===== src/rtl/main_controller_if.sv =====
`default_nettype none
// ============================================================================
// Module   : main_controller_if
// Purpose  : Control bundle between the RV32I main control FSM and the
//            multi-cycle datapath / memory. The master side is the controller;
//            the slave side is the datapath, which supplies the opcode and
//            memory handshake.
// Revision : 1.0 - initial release
// ============================================================================
interface main_controller_if #(
    parameter int RET_CNT_WIDTH = 32
);
    logic [6:0]               opcode;
    logic                     mem_ready;
    logic [1:0]               alu_op;
    logic [1:0]               alu_src_a;
    logic [1:0]               alu_src_b;
    logic [1:0]               pc_source;
    logic                     pc_write;
    logic                     pc_write_cond;
    logic                     i_or_d;
    logic                     mem_read;
    logic                     mem_write;
    logic                     ir_write;
    logic                     reg_write;
    logic [1:0]               mem_to_reg;
    logic                     illegal;
    logic                     retire;
    logic [RET_CNT_WIDTH-1:0] ret_count;

    modport master (
        input  opcode, mem_ready,
        output alu_op, alu_src_a, alu_src_b, pc_source, pc_write, pc_write_cond,
               i_or_d, mem_read, mem_write, ir_write, reg_write, mem_to_reg,
               illegal, retire, ret_count
    );

    modport slave (
        output opcode, mem_ready,
        input  alu_op, alu_src_a, alu_src_b, pc_source, pc_write, pc_write_cond,
               i_or_d, mem_read, mem_write, ir_write, reg_write, mem_to_reg,
               illegal, retire, ret_count
    );
endinterface
`default_nettype wire


===== src/rtl/main_controller.sv =====
`default_nettype none
// ============================================================================
// Module   : main_controller
// Purpose  : Multi-cycle RV32I main control FSM. Sequences fetch, decode,
//            execute, memory and writeback; generates datapath enables and
//            the ALU_CONTROLLER alu_op; stalls on mem_ready; flags illegal
//            opcodes (sticky) and counts retired instructions.
// Revision : 1.0 - initial release
// ============================================================================
module main_controller #(
    parameter int RET_CNT_WIDTH = 32
) (
    input  wire logic         clk,
    input  wire logic         reset,
    main_controller_if.master bus
);

    localparam logic [6:0] OP_LOAD   = 7'b0000011;
    localparam logic [6:0] OP_STORE  = 7'b0100011;
    localparam logic [6:0] OP_RTYPE  = 7'b0110011;
    localparam logic [6:0] OP_ITYPE  = 7'b0010011;
    localparam logic [6:0] OP_BRANCH = 7'b1100011;
    localparam logic [6:0] OP_JAL    = 7'b1101111;
    localparam logic [6:0] OP_JALR   = 7'b1100111;
    localparam logic [6:0] OP_LUI    = 7'b0110111;
    localparam logic [6:0] OP_AUIPC  = 7'b0010111;

    typedef enum logic [3:0] {
        S_RESET    = 4'd0,
        S_FETCH    = 4'd1,
        S_DECODE   = 4'd2,
        S_MEM_ADDR = 4'd3,
        S_MEM_RD   = 4'd4,
        S_MEM_WB   = 4'd5,
        S_MEM_WR   = 4'd6,
        S_EXEC_R   = 4'd7,
        S_EXEC_I   = 4'd8,
        S_UPPER    = 4'd9,
        S_ALU_WB   = 4'd10,
        S_BRANCH   = 4'd11,
        S_JAL      = 4'd12,
        S_JALR     = 4'd13,
        S_TRAP     = 4'd14
    } state_t;

    state_t                   state;
    state_t                   next_state;

    // Moore outputs are registered from the state being entered, so they are
    // valid from the first cycle of each state and clear with the async reset.
    logic [1:0]               alu_op_q;
    logic [1:0]               src_a_q;
    logic [1:0]               src_b_q;
    logic [1:0]               pc_source_q;
    logic                     pc_write_q;
    logic                     pc_write_cond_q;
    logic                     i_or_d_q;
    logic                     mem_read_q;
    logic                     mem_write_q;
    logic                     reg_write_q;
    logic [1:0]               mem_to_reg_q;
    logic                     retire_q;
    logic                     illegal_q;
    logic [RET_CNT_WIDTH-1:0] ret_count_q;

    logic                     in_fetch;
    logic                     in_mem_wr;
    logic                     fetch_done;
    logic                     retire_now;

    // Handshake-qualified outputs: these depend on this cycle's mem_ready.
    always_comb begin
        in_fetch   = (state == S_FETCH);
        in_mem_wr  = (state == S_MEM_WR);
        fetch_done = in_fetch & bus.mem_ready;
        retire_now = retire_q | (in_mem_wr & bus.mem_ready);
    end

    // Next-state selection: decode dispatch and memory stalls.
    always_comb begin
        next_state = state;
        case (state)
            S_RESET:    next_state = S_FETCH;
            S_FETCH:    next_state = bus.mem_ready ? S_DECODE : S_FETCH;
            S_DECODE: begin
                case (bus.opcode)
                    OP_LOAD, OP_STORE: next_state = S_MEM_ADDR;
                    OP_RTYPE:          next_state = S_EXEC_R;
                    OP_ITYPE:          next_state = S_EXEC_I;
                    OP_BRANCH:         next_state = S_BRANCH;
                    OP_JAL:            next_state = S_JAL;
                    OP_JALR:           next_state = S_JALR;
                    OP_LUI, OP_AUIPC:  next_state = S_UPPER;
                    default:           next_state = S_TRAP;
                endcase
            end
            S_MEM_ADDR: next_state = (bus.opcode == OP_STORE) ? S_MEM_WR : S_MEM_RD;
            S_MEM_RD:   next_state = bus.mem_ready ? S_MEM_WB : S_MEM_RD;
            S_MEM_WB:   next_state = S_FETCH;
            S_MEM_WR:   next_state = bus.mem_ready ? S_FETCH : S_MEM_WR;
            S_EXEC_R:   next_state = S_ALU_WB;
            S_EXEC_I:   next_state = S_ALU_WB;
            S_UPPER:    next_state = S_ALU_WB;
            S_ALU_WB:   next_state = S_FETCH;
            S_BRANCH:   next_state = S_FETCH;
            S_JAL:      next_state = S_FETCH;
            S_JALR:     next_state = S_FETCH;
            S_TRAP:     next_state = S_TRAP;
            default:    next_state = S_RESET;
        endcase
    end

    // State register, sticky illegal flag, retire counter and registered
    // Moore decode of the state about to be entered.
    always_ff @(posedge clk or posedge reset) begin
        if (reset) begin
            state           <= S_RESET;
            illegal_q       <= 1'b0;
            ret_count_q     <= '0;
            alu_op_q        <= 2'd0;
            src_a_q         <= 2'd0;
            src_b_q         <= 2'd0;
            pc_source_q     <= 2'd0;
            pc_write_q      <= 1'b0;
            pc_write_cond_q <= 1'b0;
            i_or_d_q        <= 1'b0;
            mem_read_q      <= 1'b0;
            mem_write_q     <= 1'b0;
            reg_write_q     <= 1'b0;
            mem_to_reg_q    <= 2'd0;
            retire_q        <= 1'b0;
        end else begin
            state <= next_state;
            if (next_state == S_TRAP) begin
                illegal_q <= 1'b1;
            end
            if (retire_now) begin
                ret_count_q <= ret_count_q + 1'b1;
            end

            alu_op_q        <= 2'd0;
            src_a_q         <= 2'd0;
            src_b_q         <= 2'd0;
            pc_source_q     <= 2'd0;
            pc_write_q      <= 1'b0;
            pc_write_cond_q <= 1'b0;
            i_or_d_q        <= 1'b0;
            mem_read_q      <= 1'b0;
            mem_write_q     <= 1'b0;
            reg_write_q     <= 1'b0;
            mem_to_reg_q    <= 2'd0;
            retire_q        <= 1'b0;

            case (next_state)
                S_FETCH: begin
                    mem_read_q <= 1'b1;
                    src_b_q    <= 2'd1;
                end
                S_DECODE: begin
                    src_b_q <= 2'd2;
                end
                S_MEM_ADDR: begin
                    src_a_q <= 2'd1;
                    src_b_q <= 2'd2;
                end
                S_MEM_RD: begin
                    mem_read_q <= 1'b1;
                    i_or_d_q   <= 1'b1;
                end
                S_MEM_WB: begin
                    reg_write_q  <= 1'b1;
                    mem_to_reg_q <= 2'd1;
                    retire_q     <= 1'b1;
                end
                S_MEM_WR: begin
                    mem_write_q <= 1'b1;
                    i_or_d_q    <= 1'b1;
                end
                S_EXEC_R: begin
                    src_a_q  <= 2'd1;
                    alu_op_q <= 2'b10;
                end
                S_EXEC_I: begin
                    src_a_q  <= 2'd1;
                    src_b_q  <= 2'd2;
                    alu_op_q <= 2'b11;
                end
                S_UPPER: begin
                    // LUI adds the immediate to zero, AUIPC to the PC.
                    src_a_q <= (bus.opcode == OP_LUI) ? 2'd2 : 2'd0;
                    src_b_q <= 2'd2;
                end
                S_ALU_WB: begin
                    reg_write_q <= 1'b1;
                    retire_q    <= 1'b1;
                end
                S_BRANCH: begin
                    src_a_q         <= 2'd1;
                    alu_op_q        <= 2'b01;
                    pc_write_cond_q <= 1'b1;
                    pc_source_q     <= 2'd1;
                    retire_q        <= 1'b1;
                end
                S_JAL: begin
                    pc_write_q   <= 1'b1;
                    pc_source_q  <= 2'd1;
                    reg_write_q  <= 1'b1;
                    mem_to_reg_q <= 2'd2;
                    retire_q     <= 1'b1;
                end
                S_JALR: begin
                    src_a_q      <= 2'd1;
                    src_b_q      <= 2'd2;
                    pc_write_q   <= 1'b1;
                    pc_source_q  <= 2'd2;
                    reg_write_q  <= 1'b1;
                    mem_to_reg_q <= 2'd2;
                    retire_q     <= 1'b1;
                end
                default: begin
                end
            endcase
        end
    end

    assign bus.alu_op        = alu_op_q;
    assign bus.alu_src_a     = src_a_q;
    assign bus.alu_src_b     = src_b_q;
    assign bus.pc_source     = pc_source_q;
    assign bus.pc_write      = pc_write_q | fetch_done;
    assign bus.pc_write_cond = pc_write_cond_q;
    assign bus.i_or_d        = i_or_d_q;
    assign bus.mem_read      = mem_read_q;
    assign bus.mem_write     = mem_write_q;
    assign bus.ir_write      = fetch_done;
    assign bus.reg_write     = reg_write_q;
    assign bus.mem_to_reg    = mem_to_reg_q;
    assign bus.illegal       = illegal_q;
    assign bus.retire        = retire_now;
    assign bus.ret_count     = ret_count_q;

endmodule
`default_nettype wire

===== src/flat_wrapper.sv =====
// flat-port wrapper written by rule: the top's interface ports become plain ports
module main_controller_flat 
#(
    parameter int RET_CNT_WIDTH = 32
)
  (clk, reset, bus_opcode, bus_mem_ready, bus_alu_op, bus_alu_src_a, bus_alu_src_b, bus_pc_source, bus_pc_write, bus_pc_write_cond, bus_i_or_d, bus_mem_read, bus_mem_write, bus_ir_write, bus_reg_write, bus_mem_to_reg, bus_illegal, bus_retire, bus_ret_count);
  main_controller_if #(.RET_CNT_WIDTH(RET_CNT_WIDTH)) bus_i ();
  input  wire logic clk;
  input  wire logic reset;
  input wire logic [$bits(bus_i.opcode)-1:0] bus_opcode;
  input wire logic [$bits(bus_i.mem_ready)-1:0] bus_mem_ready;
  output wire logic [$bits(bus_i.alu_op)-1:0] bus_alu_op;
  output wire logic [$bits(bus_i.alu_src_a)-1:0] bus_alu_src_a;
  output wire logic [$bits(bus_i.alu_src_b)-1:0] bus_alu_src_b;
  output wire logic [$bits(bus_i.pc_source)-1:0] bus_pc_source;
  output wire logic [$bits(bus_i.pc_write)-1:0] bus_pc_write;
  output wire logic [$bits(bus_i.pc_write_cond)-1:0] bus_pc_write_cond;
  output wire logic [$bits(bus_i.i_or_d)-1:0] bus_i_or_d;
  output wire logic [$bits(bus_i.mem_read)-1:0] bus_mem_read;
  output wire logic [$bits(bus_i.mem_write)-1:0] bus_mem_write;
  output wire logic [$bits(bus_i.ir_write)-1:0] bus_ir_write;
  output wire logic [$bits(bus_i.reg_write)-1:0] bus_reg_write;
  output wire logic [$bits(bus_i.mem_to_reg)-1:0] bus_mem_to_reg;
  output wire logic [$bits(bus_i.illegal)-1:0] bus_illegal;
  output wire logic [$bits(bus_i.retire)-1:0] bus_retire;
  output wire logic [$bits(bus_i.ret_count)-1:0] bus_ret_count;
  assign bus_i.opcode = bus_opcode;
  assign bus_i.mem_ready = bus_mem_ready;
  assign bus_alu_op = bus_i.alu_op;
  assign bus_alu_src_a = bus_i.alu_src_a;
  assign bus_alu_src_b = bus_i.alu_src_b;
  assign bus_pc_source = bus_i.pc_source;
  assign bus_pc_write = bus_i.pc_write;
  assign bus_pc_write_cond = bus_i.pc_write_cond;
  assign bus_i_or_d = bus_i.i_or_d;
  assign bus_mem_read = bus_i.mem_read;
  assign bus_mem_write = bus_i.mem_write;
  assign bus_ir_write = bus_i.ir_write;
  assign bus_reg_write = bus_i.reg_write;
  assign bus_mem_to_reg = bus_i.mem_to_reg;
  assign bus_illegal = bus_i.illegal;
  assign bus_retire = bus_i.retire;
  assign bus_ret_count = bus_i.ret_count;
  main_controller #(.RET_CNT_WIDTH(RET_CNT_WIDTH)) u_core (.clk(clk), .reset(reset), .bus(bus_i));
endmodule

===== config.mk =====
export PLATFORM = sky130hd
export DESIGN_NAME = main_controller_flat
export DESIGN_NICKNAME = d
export VERILOG_FILES = /design/src/rtl/main_controller_if.sv /design/src/rtl/main_controller.sv /design/src/flat_wrapper.sv
export SDC_FILE = /design/constraint.sdc
export NUM_CORES = 1
export LEC_CHECK = 0
export ABC_AREA = 1
export CORE_MARGIN = 5
export CORE_UTILIZATION = 30
export DETAILED_ROUTE_END_ITERATION = 16
export MAX_ROUTING_LAYER = met4
export PLACE_DENSITY_LB_ADDON = 0.3
export SYNTH_ARGS = -nofsm -noshare
export SYNTH_HDL_FRONTEND = slang
export SYNTH_SLANG_ARGS = --single-unit

===== constraint.sdc =====
create_clock -name clk -period 3.85 [get_ports clk]
set_clock_uncertainty 0.1 [all_clocks]
set_input_delay 1.155 -clock clk [delete_from_list [all_inputs] [get_ports clk]]
set_output_delay 1.155 -clock clk [all_outputs]
set_load 0.01 [all_outputs]

==> qor.csv, run 1 <==
stage,metric,value,unit
routing,drt_first_pass_iters,4,
die,core_region_area,9150,um2
grt,globalRouteTotalUtil,12.3,%
sta,holdWs,0.383,ns
finish,layout-drive-gt1-share,13.6,%
synthesis,postSynthNetCount,332,
sta,post-route-period-util,89.3,%
synthesis,yosysWarnings,0,
sta,setup_violations,0,
placed_design,place.gp.congestion,0.821,
die,die-height,106,um
routing,detailedRoute.firstIterationViolations,50,
clock_network,post_cts_hold_buffer_count,0,
clock_network,worstSkewPairLatency,0.31,ns
pwr,peakVddDrop,422,uV
clock_network,cts_buffer_depth,2,
synthesis,synth-seq-cells,54,
finish,layout.area.seq,1350,um2
die,fp.dieW,106,um
synthesis,synth_cells,321,
sta,worst_slew_pin_slew,0.636,ns
pwr,areal_power_density_over_the_cells,548,nW/um2
finish,finalNetCount,401,
sta,finalMaxSlewViolations,0,
sta,timing_hold_violations_final,0,
routing,routed_wire_length_per_instance,12.9,um
clock_network,ctsRootBufferMaster,sky130_fd_sc_hd__clkbuf_8,
finish,layout_commonest_cell,sky130_fd_sc_hd__nand2_1,
clock_network,tritoncts,built,
pwr,power.static_leakage,1.68,nW
setup_path,startpoint_type,input port,
finish,most_frequent_cells_in_the_layout,"sky130_fd_sc_hd__nand2_1 (75), sky130_fd_sc_hd__clkdlybuf4s50_1 (58), sky130_fd_sc_hd__dfrtp_1 (54)",
placed_design,post_dp_cell_area,3560,um2
placed_design,hpwl,5.06,mm
finish,antennaDiodeCount,0,
setup_path,worst_ep_arrival_time,2.18,ns
outcome,status,completed,
placed_design,port_buffer_cells,60,
routing,number_of_nets_with_antenna_violations_after_routing,0,
sta,setup-tns-final,0,ns
sta,rsz_0062_raised_after_global_routing,no,
grt,grt_start_max_net_pins,29,
clock_network,cts_made_buffers,5,
grt,first_global_vias,2387,
finish,num-fill-cells,940,
die,floorplan.rows,35,
setup_path,crit_path_end_kind,primary output,
sta,maxSlewHeadroom,57.5,%
routing,viasPerCell,4.62,
finish,syn2layout_area_growth,31.1,%
run,number_of_maximum_capacitance_constraint_violations,0,
die,die_area,11300,um2
synthesis,syn-cell-area,2790,um2
synthesis,postSynthAreaPerCell,8.70,um2
finish,final_design_area_no_fill,3660,um2
clock_network,postCtsSetupBuffers,0,
setup_path,setup.worst_path.class,in2out,
setup_path,critical_path.max_fanout,4,
routing,postRouteWirelength,6.46,mm
setup_path,cp_data_required_time,2.59,ns
routing,routed-via-count,2317,
clock_network,cts.sinks,54,
sta,fmaxAchievable,291,MHz
sta,period_needed,3.44,ns
die,io_pins,61,
finish,combined_area_of_the_multi_input_logic_cells,1300,um2
synthesis,portion_of_the_post_synthesis_area_used_by_sequential_elements,48.4,%
synthesis,ys_types,32,
grt,wire_length_of_the_first_global_routing_pass,11.0,mm
clock_network,clk_pin_slew_worst_paths,0.11,ns
finish,largest_reg_flops,32,
routing,drc,0,
min_path,timing.hold.worst.class,reg2reg,
die,floorplan.initialDensity,30.5,%
grt,grt_antenna_before_repair,0,
grt,globalRouteOverflowTotal,0,
clock_network,htreeDepth,2,
==> Yosys cell counts <==
| master | count | area, um2 |
|---|---|---|
| sky130_fd_sc_hd__nand2_1 | 75 | 282 |
| sky130_fd_sc_hd__nand3_2 | 4 | 40.0 |
| sky130_fd_sc_hd__ha_1 | 1 | 12.5 |
| sky130_fd_sc_hd__nor3b_1 | 1 | 7.51 |
| sky130_fd_sc_hd__nor2_2 | 11 | 68.8 |
| sky130_fd_sc_hd__nand4_4 | 1 | 21.3 |
| sky130_fd_sc_hd__nor2_4 | 4 | 45.0 |
| sky130_fd_sc_hd__inv_1 | 30 | 113 |
| sky130_fd_sc_hd__and3_1 | 1 | 6.26 |
| sky130_fd_sc_hd__nor4_4 | 1 | 21.3 |
| sky130_fd_sc_hd__nor4_1 | 2 | 12.5 |
| sky130_fd_sc_hd__xnor2_1 | 13 | 114 |
| sky130_fd_sc_hd__a21oi_1 | 2 | 10.0 |
| sky130_fd_sc_hd__nand2_2 | 8 | 50.1 |
| sky130_fd_sc_hd__nand2_4 | 1 | 11.3 |
| sky130_fd_sc_hd__nor3_2 | 3 | 30.0 |
| sky130_fd_sc_hd__o21bai_1 | 2 | 15.0 |
| sky130_fd_sc_hd__dfrtp_1 | 54 | 1350 |
| sky130_fd_sc_hd__buf_2 | 1 | 5.00 |
| sky130_fd_sc_hd__nand3b_1 | 3 | 22.5 |
| sky130_fd_sc_hd__xor2_1 | 16 | 140 |
| sky130_fd_sc_hd__inv_2 | 4 | 15.0 |
| sky130_fd_sc_hd__o21ai_2 | 1 | 8.76 |
| sky130_fd_sc_hd__and2_1 | 1 | 6.26 |
| sky130_fd_sc_hd__o21ai_0 | 3 | 15.0 |
| sky130_fd_sc_hd__or2_2 | 2 | 12.5 |
| sky130_fd_sc_hd__a221oi_1 | 1 | 8.76 |
| sky130_fd_sc_hd__nand3_1 | 28 | 140 |
| sky130_fd_sc_hd__nor2_1 | 30 | 113 |
| sky130_fd_sc_hd__buf_4 | 1 | 7.51 |
| sky130_fd_sc_hd__nor3_1 | 10 | 50.1 |
| sky130_fd_sc_hd__nand4_1 | 6 | 37.5 |
==> power by group <==
part	total, W	switching (W)	internal [W]
Sequential	0.000767	0.0000857	0.000681
Clock	0.000339	0.000204	0.000135
Combinational	0.000901	0.000524	0.000377
==> area by class of cell <==
class | instances | area share [%]
Sequential cell | 54 | 36.9
Inverter | 34 | 3.49
Clock buffer | 5 | 1.88
Tap cell | 111 | 3.79
Multi-Input combinational cell | 231 | 35.5
Clock inverter | 3 | 0.786
Timing Repair Buffer | 64 | 17.6
==> critical path, stage by stage <==
cell	delay, ns
sky130_fd_sc_hd__dlymetal6s2s_1	0.16
sky130_fd_sc_hd__nand3_1	0.12
sky130_fd_sc_hd__inv_1	0.11
sky130_fd_sc_hd__buf_4	0.11
sky130_fd_sc_hd__clkdlybuf4s50_1	0.52
==> timing repair <==
action	in CTS	in global routing
gates resized for setup	1	1
setup endpoints to repair	1	1
endpoints found under the hold margin	0	0
==> layer usage <==
layer  GRT usage [%]  up-vias  share of wire, %
met4            3.20        0              0.96
li1                -     1162                 -
met5               -        -                 0
met3            2.55        7               4.7
met1            15.6     1086                47
met2            20.1       62                48
==> through the flow <==
stage | utilization, % | setup slack (ns) | power (W) | cells
6_report | 40.0 | 0.410 | 0.00201 | 502
5_1_grt | 40.0 | 0.351 | 0.00215 | 502
4_1_cts | 40.0 | 0.0272 | 0.00205 | 502
3_5_place_dp | 38.9 | -0.00948 | 0.00169 | 494
3_3_place_gp | 38.9 | 0.00946 | 0.00168 | 494
2_1_floorplan | - | 0.958 | 0.00135 | 321
==> worst paths after layout <==
check	start	to	slack (ns)	depth (start not counted)
setup / recovery	bus_mem_ready	bus_ir_write	0.41	5
hold / removal	u_core.bus.ret_count[31]$_DFFE_PP0P_	u_core.bus.ret_count[31]$_DFFE_PP0P_	0.38	1
setup reg to reg	u_core.state[2]$_DFF_PP0_	u_core.bus.ret_count[31]$_DFFE_PP0P_	1.85	9
hold reg to reg	u_core.bus.ret_count[31]$_DFFE_PP0P_	u_core.bus.ret_count[31]$_DFFE_PP0P_	0.38	1
max in group asynchronous	reset	u_core.retire_q$_DFF_PP0_	1.95	3
min in group asynchronous	reset	u_core.bus.ret_count[20]$_DFFE_PP0P_	1.14	2
==> kinds of logic (layout without fill, tap and decap cells) <==
logic type / Yosys count / after routing / synth area share, %
compound gates: 9 / 9 / 2.06
xor+xnor: 29 / 29 / 9.09
fa+ha+maj: 1 / 1 / 0.448
buf+inv: 36 / 106 / 5.02
flops: 54 / 54 / 48.4
simple gates: 192 / 192 / 35.0
No activity file was read; power rests on OpenSTA's default activity.
==> run 2, diff against run 1 <==
--- a/config.mk
+++ b/config.mk
@@ -7,10 +7,11 @@
 export LEC_CHECK = 0
 export ABC_AREA = 1
 export CORE_MARGIN = 5
-export CORE_UTILIZATION = 30
+export CORE_UTILIZATION = 40
 export DETAILED_ROUTE_END_ITERATION = 16
 export MAX_ROUTING_LAYER = met4
 export PLACE_DENSITY_LB_ADDON = 0.3
+export SKIP_LAST_GASP = 1
 export SYNTH_ARGS = -nofsm -noshare
 export SYNTH_HDL_FRONTEND = slang
 export SYNTH_SLANG_ARGS = --single-unit
==> run 2 against run 1 <==
  * Die area shrank 23%
  * Via count is the same
  * Sequential power barely moved
  * Clock power up 11%
  * Maximum frequency shrank 1.7%
  * Global-route usage is 3.1 points higher
  * Clock-buffer cell count rose by 1
  * Power grew 1.8%
==> qor.csv, run 2 (synthesis results as in run 1) <==
stage,metric,value,unit
routing,drc,0,
placed_design,place.gp.congestion,0.855,
clock_network,ctsRootBufferMaster,sky130_fd_sc_hd__clkbuf_8,
pwr,power.static_leakage,1.67,nW
pwr,p_sw,0.000789,W
pwr,seq_power_share,37.5,%
die,die-height,93.6,um
grt,globalRouteTotalUtil,15.3,%
run,number_of_maximum_capacitance_constraint_violations,0,
pwr,areal_power_density_over_the_cells,560,nW/um2
sta,maxSlewHeadroom,63.1,%
die,core_region_area,6790,um2
pwr,peakVddDrop,477,uV
sta,timing_hold_violations_final,0,
pwr,clock_power_share,18.4,%
sta,setup_violations,0,
min_path,timing.hold.worst.class,reg2reg,
clock_network,htreeDepth,2,
finish,largest_reg_flops,32,
sta,fmaxAchievable,286,MHz
setup_path,startpoint_type,input port,
sta,period_needed,3.50,ns
min_path,hold_path_depth,1,
routing,detailedRoute.firstIterationViolations,50,
pwr,finalPower,0.00204,W
die,floorplan.initialDensity,41.1,%
die,floorplan.rows,30,
placed_design,port_buffer_cells,60,
setup_path,worst-r2r-cell-count,8,
setup_path,critPathBufInv,3,
setup_path,crit_slowest_cell,sky130_fd_sc_hd__clkdlybuf4s50_1,
sta,rsz_0062_raised_after_global_routing,no,
clock_network,tritoncts,built,
setup_path,worst_ep_arrival_time,2.24,ns
die,io_pins,61,
outcome,status,completed,
clock_network,clk_pin_slew_worst_paths,0.09,ns
finish,finalNetCount,401,
clock_network,worstSkewPairLatency,0.30,ns
setup_path,cp_cell_sequence,dlymetal6s2s_1 -> nand3_2 -> inv_1 -> or2_2 -> clkdlybuf4s50_1,
setup_path,setup.worst_path.class,in2out,
setup_path,regToRegStartpoint,u_core.state[3]$_DFF_PP0_,
setup_path,cp_data_required_time,2.59,ns
routing,drt_first_pass_iters,4,
sta,final.setup.worst_slack,0.352,ns
pwr,power_frac_comb,44.1,%
placed_design,post_dp_cell_area,3530,um2
finish,syn2layout_area_growth,30.6,%
routing,postRouteWirelength,6.10,mm
min_path,timing.hold.worst_endpoint,u_core.bus.ret_count[31]$_DFFE_PP0P_,
sta,worst_slew_pin_slew,0.553,ns
routing,routed_wire_length_per_instance,12.5,um
grt,globalRouteOverflowTotal,0,
setup_path,crit_path_end_kind,primary output,
clock_network,cts_buffer_depth,2,
die,fp.dieW,93.6,um
sta,finalMaxSlewViolations,0,
clock_network,cts_made_buffers,5,
routing,viasPerCell,4.76,
min_path,worst_hold_path_startpoint,u_core.bus.ret_count[31]$_DFFE_PP0P_,
clock_network,cts.sinks,54,
clock_network,postCtsSetupBuffers,0,
grt,grt_antenna_before_repair,0,
setup_path,worst_r2r_endpoint,u_core.bus.ret_count[31]$_DFFE_PP0P_,
sta,post-route-period-util,90.8,%
setup_path,crit_path_max_incr_delay,0.48,ns
finish,final_design_area_no_fill,3650,um2
finish,antennaDiodeCount,0,
placed_design,hpwl,4.82,mm
finish,layout.core_utilization,53.7,%
setup_path,critical_path.max_fanout,4,
grt,first_global_vias,2320,
routing,number_of_nets_with_antenna_violations_after_routing,0,
grt,wire_length_of_the_first_global_routing_pass,10.5,mm
finish,most_frequent_cells_in_the_layout,"sky130_fd_sc_hd__nand2_1 (75), sky130_fd_sc_hd__clkdlybuf4s50_1 (59), sky130_fd_sc_hd__dfrtp_1 (54)",
pwr,sw_frac_of_total,38.6,%
setup_path,setup_slack_on_the_worst_flop_to_flop_path,1.82,ns
setup_path,timing.critical_path.max_delay_family,buffers and inverters,
finish,layout_commonest_cell,sky130_fd_sc_hd__nand2_1,
routing,routed-via-count,2317,
finish,layout-drive-gt1-share,13.6,%
placed_design,detailedPlace.worstSlack,-0.0174,ns
die,die_area,8750,um2
grt,grt_start_max_net_pins,29,
pwr,internal_power,0.00125,W
run 2: cell types whose count changed in the layout (fill, tap and decap cells not counted), sizes merged:
| cell | delta |
|---|---|
| clkbuf | +1 |
| inv | -1 |
| bufinv | +1 |
| dlygate4sd2 | -1 |
| clkdlybuf4s50 | +1 |
| clkinv | -2 |
| clkinvlp | +1 |
run 2: through the flow:
step / std cells / TNS [ns] / hold WS (ns)
floorplan: 321 / 0 / 0.407
global placement: 479 / -0.0101 / 0.362
detailed placement: 479 / -0.0174 / 0.366
CTS: 487 / 0 / 0.380
global route: 487 / 0 / 0.387
finish: 487 / 0 / 0.369
run 2: worst max-delay path by stage:
stage	from	endpoint	slack (ns)	cells after the start
after floorplan	bus_mem_ready	bus_pc_write	0.96	3
after global placement	bus_mem_ready	bus_pc_write	-0.01	5
after detailed placement	bus_mem_ready	bus_pc_write	-0.02	5
after CTS	bus_mem_ready	bus_pc_write	0.0002	5
after global routing	bus_mem_ready	bus_pc_write	0.29	5
final	bus_mem_ready	bus_pc_write	0.35	5
run 2: metal layers:
metal	track usage, %	share of wire, %
met5	-	0
met4	4.81	1.7
met3	3.14	4.7
met2	25.5	51
met1	18.8	43
run 2: power groups by stage:
stage                     Clock [W]  Combinational [W]  Sequential [W]
after floorplan                   0           0.000550        0.000797
after global placement            0           0.000896        0.000774
after detailed placement          0           0.000907        0.000774
after CTS                  0.000388           0.000914        0.000766
after global routing       0.000410            0.00101        0.000782
final                      0.000376           0.000901        0.000765
run 2: cell type report:
type | count | area, um2
Timing Repair Buffer | 64 | 633
Fill cell | 627 | 3150
Sequential cell | 54 | 1350
Tap cell | 96 | 120
Clock buffer | 6 | 72.6
Inverter | 34 | 128
Clock inverter | 2 | 37.5
Multi-Input combinational cell | 231 | 1310
run 2: timing repair:
action	in CTS	in global routing
hold buffers	0	0
endpoints found under the hold margin	0	0
setup endpoints to repair	1	2
resized for setup	1	1
pin swaps	0	0
